--- config.mk ---
export PLATFORM = sky130hd
export DESIGN_NAME = shared_divider
export DESIGN_NICKNAME = d
export VERILOG_FILES = /design/src/rtl/shared_divider.sv
export SDC_FILE = /design/constraint.sdc
export NUM_CORES = 1
export LEC_CHECK = 0
export BUFFER_PORTS_ARGS = -buffer_cell sky130_fd_sc_hd__buf_2
export CAP_MARGIN = 20
export CORE_AREA = 5 5 98 100
export DETAILED_ROUTE_END_ITERATION = 8
export DIE_AREA = 0 0 103 105
export PLACE_DENSITY = 0.85
export SETUP_SLACK_MARGIN = 0.5
export SLEW_MARGIN = 40
export SYNTH_ARGS = -nofsm -noshare
export SYNTH_HDL_FRONTEND = slang
export SYNTH_SLANG_ARGS = --single-unit
--- constraint.sdc ---
create_clock -name clk -period 3.55 [get_ports clk]
set_input_delay 0.71 -clock clk [delete_from_list [all_inputs] [get_ports clk]]
set_output_delay 0.71 -clock clk [all_outputs]
set_load 0.01 [all_outputs]
--- src/rtl/shared_divider.sv ---
// Iterative radix-2 restoring divider shared by two clients, one quotient bit per clock.
// Optional rounding stage enabled by defining SHARED_DIVIDER_ROUND_EN.
module shared_divider #(
  parameter int unsigned WIDTH = 16
) (
  input  logic             clk,
  input  logic             rst,
  input  logic             start,
  input  logic             select,
  input  logic [WIDTH-1:0] dividend_a,
  input  logic [WIDTH-1:0] divisor_a,
  input  logic [WIDTH-1:0] dividend_b,
  input  logic [WIDTH-1:0] divisor_b,
  output logic [WIDTH-1:0] quotient,
  output logic [WIDTH-1:0] remainder,
  output logic             busy,
  output logic             ready,
  output logic             div_by_zero
);

  localparam int unsigned CNT_W = (WIDTH > 1) ? $clog2(WIDTH) : 1;

  typedef enum logic [1:0] {
    IDLE  = 2'd0,
    CALC  = 2'd1,
    ROUND = 2'd2
  } state_t;

  state_t           state;
  logic [WIDTH-1:0] divisor_q;
  logic [WIDTH-1:0] shreg;      // dividend bits shift out the top, quotient bits shift in
  logic [WIDTH:0]   prem;
  logic [CNT_W-1:0] count;

  logic [WIDTH:0]   shifted;
  logic [WIDTH:0]   next_prem;
  logic [WIDTH-1:0] next_q;
  logic             qbit;
  logic             dz;

  // One restoring step; a zero divisor naturally yields all-ones and remainder = dividend.
  always_comb begin
    shifted   = (WIDTH+1)'((prem << 1) | {{WIDTH{1'b0}}, shreg[WIDTH-1]});
    qbit      = (shifted >= {1'b0, divisor_q});
    next_prem = qbit ? (shifted - {1'b0, divisor_q}) : shifted;
    next_q    = {shreg[WIDTH-2:0], qbit};
    dz        = (divisor_q == '0);
  end

  always_ff @(posedge clk) begin
    if (rst) begin
      state       <= IDLE;
      divisor_q   <= '0;
      shreg       <= '0;
      prem        <= '0;
      count       <= '0;
      quotient    <= '0;
      remainder   <= '0;
      busy        <= 1'b0;
      ready       <= 1'b0;
      div_by_zero <= 1'b0;
    end else begin
      case (state)
        IDLE: begin
          if (start) begin
            divisor_q   <= select ? divisor_b : divisor_a;
            shreg       <= select ? dividend_b : dividend_a;
            prem        <= '0;
            count       <= CNT_W'(WIDTH - 1);
            ready       <= 1'b0;
            div_by_zero <= 1'b0;
            busy        <= 1'b1;
            state       <= CALC;
          end
        end
        CALC: begin
          prem  <= next_prem;
          shreg <= next_q;
          if (count != '0) begin
            count <= count - 1'b1;
          end else begin
`ifdef SHARED_DIVIDER_ROUND_EN
            state <= ROUND;
`else
            quotient    <= next_q;
            remainder   <= next_prem[WIDTH-1:0];
            div_by_zero <= dz;
            busy        <= 1'b0;
            ready       <= 1'b1;
            state       <= IDLE;
`endif
          end
        end
`ifdef SHARED_DIVIDER_ROUND_EN
        ROUND: begin
          // Round half up; remainder is reported unrounded and all-ones saturates.
          if (!dz && ({prem[WIDTH-1:0], 1'b0} >= {1'b0, divisor_q}) && (shreg != '1))
            quotient <= shreg + 1'b1;
          else
            quotient <= shreg;
          remainder   <= prem[WIDTH-1:0];
          div_by_zero <= dz;
          busy        <= 1'b0;
          ready       <= 1'b1;
          state       <= IDLE;
        end
`endif
        default: state <= IDLE;
      endcase
    end
  end

endmodule

==> results of run 1 <==
[power groups by stage]
| stage | clock, uW | combinational (uW) | sequential [uW] |
|---|---|---|---|
| 6_report | 710 | 1270 | 1130 |
| 5_1_grt | 773 | 1390 | 1150 |
| 4_1_cts | 720 | 1240 | 1130 |
| 3_5_place_dp | 0 | 1240 | 1150 |
| 3_3_place_gp | 0 | 1200 | 1150 |
| 2_1_floorplan | 0 | 958 | 1140 |
[area by class of cell]
cell class | instances | area (um2)
flip-flops and latches | 87 | 1740
repair buffers | 113 | 616
well taps | 108 | 135
fillers | 706 | 2790
diodes | 1 | 2.50
clock buffers | 9 | 124
multi-input cells | 467 | 3020
inverters | 21 | 78.8
clock inverters | 7 | 80.1
[metal layers]
metal	global-route usage	part of all wire	up-vias	routed length (um)
met2	0.402	0.47	198	6320
met5	0	0	-	0
met1	0.356	0.45	2334	5950
met3	0.0473	0.067	23	888
met4	0.0740	0.014	0	193
li1	-	-	2439	-
[what timing repair did]
action	CTS	global route
resized for setup	0	1
hold buffers	0	0
setup endpoints to repair	0	1
[state kept, by name, summed over array words and instances (netlist names)]
signal	count
ready	1
quotient	16
remainder	16
prem	16
count	4
busy	1
divisor_q	16
shreg	16
div_by_zero	1
[tightest hold or removal path, delay by kind of cell (launching register included)]
family | cells | cell delay, ns
AOI/OAI and AO/OA | 1 | 0.05
DFF | 1 | 0.32
and+or+nand+nor | 1 | 0.05
[stage by stage]
stage               total power (uW)  area, um2  cells  setup slack [ns]
CTS                             3100       5790    812             0.717
global route                    3310       5800    813             0.560
global placement                2350       5560    795             0.887
finish                          3110       5800    813             0.740
detailed placement              2390       5590    796             0.747
floorplan                       2100       5050    627              1.13
[layout by cell type (no fill, tap or decap), drive strengths merged, types with 3 or more instances in the layout]
| cell type | Yosys | layout |
|---|---|---|
| nand3b | 7 | 7 |
| nand2b | 7 | 7 |
| nand4 | 10 | 10 |
| clkinv | 0 | 3 |
| nand2 | 54 | 54 |
| o21bai | 3 | 3 |
| a311oi | 13 | 13 |
| a31oi | 3 | 3 |
| o21ai | 29 | 29 |
| clkbuf | 33 | 9 |
| nand3 | 14 | 14 |
| a211oi | 40 | 40 |
| nor2 | 82 | 82 |
| a211o | 3 | 3 |
| and2 | 4 | 4 |
| dfxtp | 87 | 87 |
| buf | 19 | 113 |
| a21o | 5 | 5 |
| nor4 | 5 | 5 |
| nor3 | 14 | 14 |
| or3 | 3 | 3 |
| a21oi | 55 | 55 |
| inv | 21 | 23 |
| ha | 17 | 17 |
| nor2b | 3 | 3 |
| o31ai | 6 | 6 |
| o211ai | 16 | 16 |
| xnor2 | 3 | 3 |
| mux2i | 36 | 36 |
[logic make-up after synthesis]
logic type / Yosys count
multiplexers: 38
flip-flops: 87
adder cells (fa/ha/maj): 18
AND/OR/NAND/NOR: 216
AO/OA/AOI/OAI: 190
buffers and inverters: 73
XOR/XNOR: 5
[final timing paths]
| check | endpoint | startpoint | depth (start not counted) | slack [ns] |
|---|---|---|---|---|
| min | quotient[9]$_SDFFE_PP0P_ | quotient[9]$_SDFFE_PP0P_ | 2 | 0.46 |
| max reg2reg | remainder[14]$_SDFFE_PP0P_ | shreg[15]$_SDFFE_PP0P_ | 10 | 0.74 |
| min reg2reg | quotient[9]$_SDFFE_PP0P_ | quotient[9]$_SDFFE_PP0P_ | 2 | 0.46 |
| max | remainder[14]$_SDFFE_PP0P_ | shreg[15]$_SDFFE_PP0P_ | 10 | 0.74 |
==> results.tsv, run 1 <==
stage	metric	value	unit
run_status	run_status	finished, final reports clean	
synth	synth-compound-area-share	0.266	
drt	initialDrtViolationCount	307	
worst_setup_path	path_common_cell	sky130_fd_sc_hd__inv_1	
grt	maximum_number_of_pins_on_one_net_before_global_route_repair	73	
floorplanning	die-area	0.0108	mm2
clock_network	cts_tree	done	
synth	synth_top_family_by_area	compound AO/OA/AOI/OAI gates	
worst_setup_path	critical_path_buf_inv_count	2	
drt	viasPerCell	6.14	
grt	grt_first_pass_wirelength	22800	um
min_path	hold_path.class	register to register	
power	power.density	536	mW/mm2
worst_setup_path	crit_path_cell_trace	inv_1 -> ha_1 -> inv_1 -> fa_1 -> a211oi_2 -> o211ai_1 -> a2111oi_2 -> o211a_1 -> o22ai_1 -> a311oi_1	
floorplanning	standard_cell_rows	34	
timing	hold_violations	0	
synth	yosys.area.top_type_share	0.345	
final_layout	area.growth.synth_to_final	14.8	%
timing	pin_slew_with_the_least_headroom_to_its_limit	0.762	ns
floorplanning	dieWidth	103	um
synth	post_synth_fa_ha_maj_area_fraction	0.0461	
worst_setup_path	critical_path.max_fanout	4	
worst_setup_path	timing_worst_setup_path_type	register to register	
synth	synthDistinctLibCells	59	
final_layout	final_net_count	785	
floorplanning	core_area	0.00859	mm2
drt	num_vias	4994	
timing	whs	0.457	ns
synth	mappedNetlistArea	0.00505	mm2
timing	finalSetupTns	0	ns
worst_setup_path	timing.critical_path.max_delay_family	compound AO/OA/AOI/OAI gates	
grt	grt_util_all_layers	0.256	
clock_network	cts-root-buf	sky130_fd_sc_hd__clkbuf_8	
clock_network	clockBufferDepth	2	
placed_design	io_buffer_count	102	
timing	period_needed	2.81	ns
synth	ys_ff_latch	87	
drt	first_pass_iters	6	
synth	synthTopCellsByArea	sky130_fd_sc_hd__dfxtp_1, sky130_fd_sc_hd__mux2i_1, sky130_fd_sc_hd__nor2_1	
clock_network	cts_htree_levels	3	
timing	max_slew_margin	0.492	
synth	synthXorXnorAreaFrac	0.00867	
power	power.share.combinational	0.407	
synth	net_count_of_the_mapped_netlist	713	
floorplanning	chipHeight	105	um
worst_setup_path	worst_path_cell_with_the_longest_stage_delay	sky130_fd_sc_hd__fa_1	
clock_network	post_cts_buffers	0	
synth	yosysWarningCount	0	
synth	synth_top_flop_cell	sky130_fd_sc_hd__dfxtp_1	
power	seq_power_share	0.365	
floorplanning	floorplan.initialDensity	0.588	
timing	slew_violations	0	
drt	drc	0	
floorplanning	io_pins	103	
grt	grt_remaining_overflow	0	
clock_network	number_of_buffers_inserted_during_clock_tree_synthesis	9	
final_layout	layout.core_utilization	0.675	
power	static-leakage-power	0.00240	uW
synth	synth_sequential_area_ratio	0.345	
final_layout	post_route_cells_drive_above_1_share	0.209	
power	netSwitchingPower	1230	uW
power	sw_frac_of_total	0.395	
synth	netlist_instances	627	
grt	grt_antenna_before_repair	1	
placed_design	detailedPlacementHpwl	9790	um
grt	grt_pass1_vias	4782	
timing	max_freq	356	MHz
timing	finClkSkew	0.00952	ns
synth	syn_area_per_cell	8.06	um2
power	ir_drop	0.263	mV
power	internal_power	1880	uW
synth	yosys.cell_count.top_type	sky130_fd_sc_hd__dfxtp_1	
clock_network	clkTransAtPathRegs	0.09	ns
worst_setup_path	critical_path_required	3.79	ns
timing	post-route-period-util	0.791	
drt	total_wirelength	13300	um
drt	wl_per_cell	16.4	um
synth	post_synth_and_or_nand_nor_area_fraction	0.199	
worst_setup_path	worst_setup_path_end_kind	register	
synth	number_of_enable_flip_flop_cells_after_synthesis	0	
clock_network	cts_sinks	87	
power	power.clock.fraction	0.228	
timing	setup_repair_after_global_routing_missed_its_margin	no	
synth	yosysTopAreaCell	sky130_fd_sc_hd__dfxtp_1	
clock_network	insertion_delay	0.35	ns
worst_setup_path	cp_slowest_stage_delay	0.44	ns
worst_setup_path	critical_path_arrival	3.05	ns
placed_design	gp_congestion	0.981	
job	cap_violations	0	
drt	final_antenna_net_count	0	
synth	synth_async_sr_flop_share	0	
timing	report.final.setup_viol	0	
worst_setup_path	cp-start-kind	register	
synth	synth.mux.area_fraction	0.0758	
synth	post_synth_most_frequent_cells	sky130_fd_sc_hd__dfxtp_1, sky130_fd_sc_hd__nor2_1, sky130_fd_sc_hd__a21oi_1, sky130_fd_sc_hd__nand2_1, sky130_fd_sc_hd__a211oi_1	
Power figures use the tool's default switching activity.
==> run 2, diff against run 1 <==
--- a/config.mk
+++ b/config.mk
@@ -7,10 +7,10 @@
 export LEC_CHECK = 0
 export BUFFER_PORTS_ARGS = -buffer_cell sky130_fd_sc_hd__buf_2
 export CAP_MARGIN = 20
-export CORE_AREA = 5 5 98 100
+export CORE_AREA = 5 5 101 103
 export DETAILED_ROUTE_END_ITERATION = 8
-export DIE_AREA = 0 0 103 105
-export PLACE_DENSITY = 0.85
+export DIE_AREA = 0 0 106 108
+export PLACE_DENSITY = 0.8
 export SETUP_SLACK_MARGIN = 0.5
 export SLEW_MARGIN = 40
 export SYNTH_ARGS = -nofsm -noshare
==> constraint.sdc (replaced) <==
create_clock -name clk -period 2.7 [get_ports clk]
set_input_delay 0.54 -clock clk [delete_from_list [all_inputs] [get_ports clk]]
set_output_delay 0.54 -clock clk [all_outputs]
set_load 0.01 [all_outputs]
==> results.tsv, run 2 (synthesis gave the netlist of run 1 again) <==
stage	metric	value	unit	change
min_path	worst_hold_path.num_cells	2		unchanged
clock_network	cts_tree	done		unchanged
timing	max_slew_margin	0.521		was 0.492
drt	num_vias	5383		was 4,994
drt	viasPerCell	6.19		was 6.14
final_layout	post_route_cells_drive_above_1_share	0.375		was 0.209
final_layout	layout.core_utilization	0.745		was 0.675
final_layout	final_common_cell	sky130_fd_sc_hd__buf_2		unchanged
clock_network	cts-root-buf	sky130_fd_sc_hd__clkbuf_8		unchanged
worst_setup_path	critical_path.max_fanout	3		was 4
final_layout	final_net_count	841		was 785
clock_network	cts_htree_levels	3		unchanged
worst_setup_path	worst_r2r_endpoint	remainder[14]$_SDFFE_PP0P_		unchanged
grt	grt_antenna_before_repair	0		was 1
grt	maximum_number_of_pins_on_one_net_before_global_route_repair	68		was 73
timing	finClkSkew	0.00914	ns	was 0.00952 ns
grt	grt_pass1_vias	5239		was 4,782
drt	wl_per_cell	18.8	um	was 16.4 um
clock_network	clkTransAtPathRegs	0.10	ns	was 0.09 ns
power	totalPowerFinal	5080	uW	was 3110 uW
floorplanning	die-area	0.0114	mm2	was 0.0108 mm2
floorplanning	core_area	0.00911	mm2	was 0.00859 mm2
min_path	hold_path.class	register to register		unchanged
run_status	run_status	finished, final reports clean		unchanged
power	ir_drop	0.420	mV	was 0.263 mV
final_layout	most-common-layout-cells	sky130_fd_sc_hd__buf_2, sky130_fd_sc_hd__nor2_1, sky130_fd_sc_hd__dfxtp_1		was sky130_fd_sc_hd__buf_2, sky130_fd_sc_hd__dfxtp_1, sky130_fd_sc_hd__nor2_1
grt	grt_remaining_overflow	0		unchanged
floorplanning	dieWidth	106	um	was 103 um
timing	whs	0.458	ns	was 0.457 ns
drt	final_antenna_net_count	0		unchanged
drt	initialDrtViolationCount	328		was 307
grt	grt_util_all_layers	0.278		was 0.256
clock_network	number_of_buffers_inserted_during_clock_tree_synthesis	9		unchanged
floorplanning	chipHeight	108	um	was 105 um
worst_setup_path	worstReg2RegStart	shreg[15]$_SDFFE_PP0P_		unchanged
clock_network	cts_hold_repair.buffers	0		unchanged
power	power.density	748	mW/mm2	was 536 mW/mm2
min_path	min_from	quotient[4]$_SDFFE_PP0P_		was quotient[9]$_SDFFE_PP0P_
placed_design	gp_congestion	0.966		was 0.981
worst_setup_path	worst-r2r-cell-count	10		unchanged
timing	slew_violations	0		unchanged
floorplanning	standard_cell_rows	35		was 34
timing	max_freq	411	MHz	was 356 MHz
timing	pin_slew_with_the_least_headroom_to_its_limit	0.718	ns	was 0.762 ns
timing	finalSetupTns	0	ns	unchanged
final_layout	area.growth.synth_to_final	34.2	%	was 14.8%
drt	drc	0		unchanged
clock_network	cts_sinks	87		unchanged
worst_setup_path	timing_worst_setup_path_type	register to register		unchanged
placed_design	placed_cells_incl_taps	814		was 796
final_layout	instances_no_fill	870		was 813
placed_design	detailedPlacementHpwl	10800	um	was 9790 um
placed_design	io_buffer_count	102		unchanged
timing	hold_violations	0		unchanged
min_path	worst_hold_endpoint	quotient[4]$_SDFFE_PP0P_		was quotient[9]$_SDFFE_PP0P_
final_layout	antenna_cells_inserted	0		was 1
timing	report.final.setup_viol	0		unchanged
clock_network	insertion_delay	0.36	ns	was 0.35 ns
grt	grt_first_pass_wirelength	25900	um	was 22,800 um
worst_setup_path	setup.reg_to_reg.worst_slack	0.27	ns	was 0.74 ns
drt	first_pass_iters	5		was 6
drt	total_wirelength	16300	um	was 13,300 um
worst_setup_path	critical_path_required	2.97	ns	was 3.79 ns
job	cap_violations	0		unchanged
timing	post-route-period-util	0.901		was 0.791
timing	setup_repair_after_global_routing_missed_its_margin	yes		was no
floorplanning	io_pins	103		unchanged
worst_setup_path	worst_setup_path_end_kind	register		unchanged
clock_network	clockBufferDepth	2		unchanged
worst_setup_path	cp-start-kind	register		unchanged
floorplanning	floorplan.initialDensity	0.555		was 0.588
worst_setup_path	critical_path_arrival	2.70	ns	was 3.05 ns
timing	period_needed	2.43	ns	was 2.81 ns
power	static-leakage-power	0.00277	uW	was 0.00240 uW
==> run 2: cell types whose count changed in the layout (fill, tap and decap cells not counted), moves of 9 or more <==
cell                      delta
sky130_fd_sc_hd__ha_1       -14
sky130_fd_sc_hd__dfxtp_2    +18
sky130_fd_sc_hd__buf_6      +11
sky130_fd_sc_hd__a21oi_1     -9
sky130_fd_sc_hd__dfxtp_1    -21
sky130_fd_sc_hd__buf_4      +34
sky130_fd_sc_hd__ha_4       +10
==> run 2: critical path: stages, from the launching register on <==
cell                        delay [ns]
sky130_fd_sc_hd__dfxtp_2          0.34
sky130_fd_sc_hd__inv_2            0.07
sky130_fd_sc_hd__ha_4             0.12
sky130_fd_sc_hd__inv_2            0.03
sky130_fd_sc_hd__fa_2             0.37
sky130_fd_sc_hd__a211oi_4         0.24
sky130_fd_sc_hd__o211ai_1         0.21
sky130_fd_sc_hd__a2111oi_2        0.41
sky130_fd_sc_hd__o211a_1          0.20
sky130_fd_sc_hd__o22ai_2          0.08
sky130_fd_sc_hd__a311oi_1         0.27
==> run 2: worst max path at each step <==
stage          cells past startpoint  slack [ns]                   start                         end
6_report                          10        0.27  shreg[15]$_SDFFE_PP0P_  remainder[14]$_SDFFE_PP0P_
5_1_grt                           10        0.11  shreg[15]$_SDFFE_PP0P_  remainder[14]$_SDFFE_PP0P_
4_1_cts                           10        0.33  shreg[15]$_SDFFE_PP0P_  remainder[14]$_SDFFE_PP0P_
3_3_place_gp                      10        0.17  shreg[15]$_SDFFE_PP0P_  remainder[14]$_SDFFE_PP0P_
3_5_place_dp                      10        0.11  shreg[15]$_SDFFE_PP0P_  remainder[14]$_SDFFE_PP0P_
2_1_floorplan                     10        0.37  shreg[15]$_SDFFE_PP0P_  remainder[14]$_SDFFE_PP0P_
==> run 2: what timing repair did <==
| action | 4_1_cts | 5_1_grt |
|---|---|---|
| cloned | 5 | 1 |
| setup buffers | 26 | 9 |
| endpoints found under the setup margin | 34 | 34 |
| gates resized for setup | 91 | 34 |
| pin swaps | 45 | 25 |
==> run 2: area by class of cell <==
cell class | instances | area, um2
Inverter | 21 | 78.8
Tap cell | 111 | 139
Sequential cell | 87 | 1780
Fill cell | 697 | 2330
Multi-Input combinational cell | 467 | 3410
Clock buffer | 9 | 124
Clock inverter | 6 | 51.3
Timing Repair Buffer | 169 | 1200
==> run 2: power by group <==
part           leakage [uW]  switching, uW  total (uW)  internal (uW)
Sequential         0.000720            113        1510           1400
Combinational       0.00196           1420        2690           1270
Clock             0.0000928            529         878            349
Total               0.00277           2060        5080           3020
==> run 2: stage by stage <==
stage / instance area (um2) / worst slack (ns)
after floorplan: 5080 / 0.375
after global placement: 5750 / 0.165
after detailed placement: 5750 / 0.110
after CTS: 6550 / 0.331
after global routing: 6780 / 0.105
final: 6780 / 0.267
==> run 2: metal layers <==
layer	wire length [um]	vias to the layer above	share of wire	global-route usage
met1	6830	2547	0.42	0.373
met2	7940	239	0.49	0.464
li1	-	2553	-	-
met4	435	0	0.027	0.0907
met3	1140	44	0.070	0.0382
met5	0	-	0	0
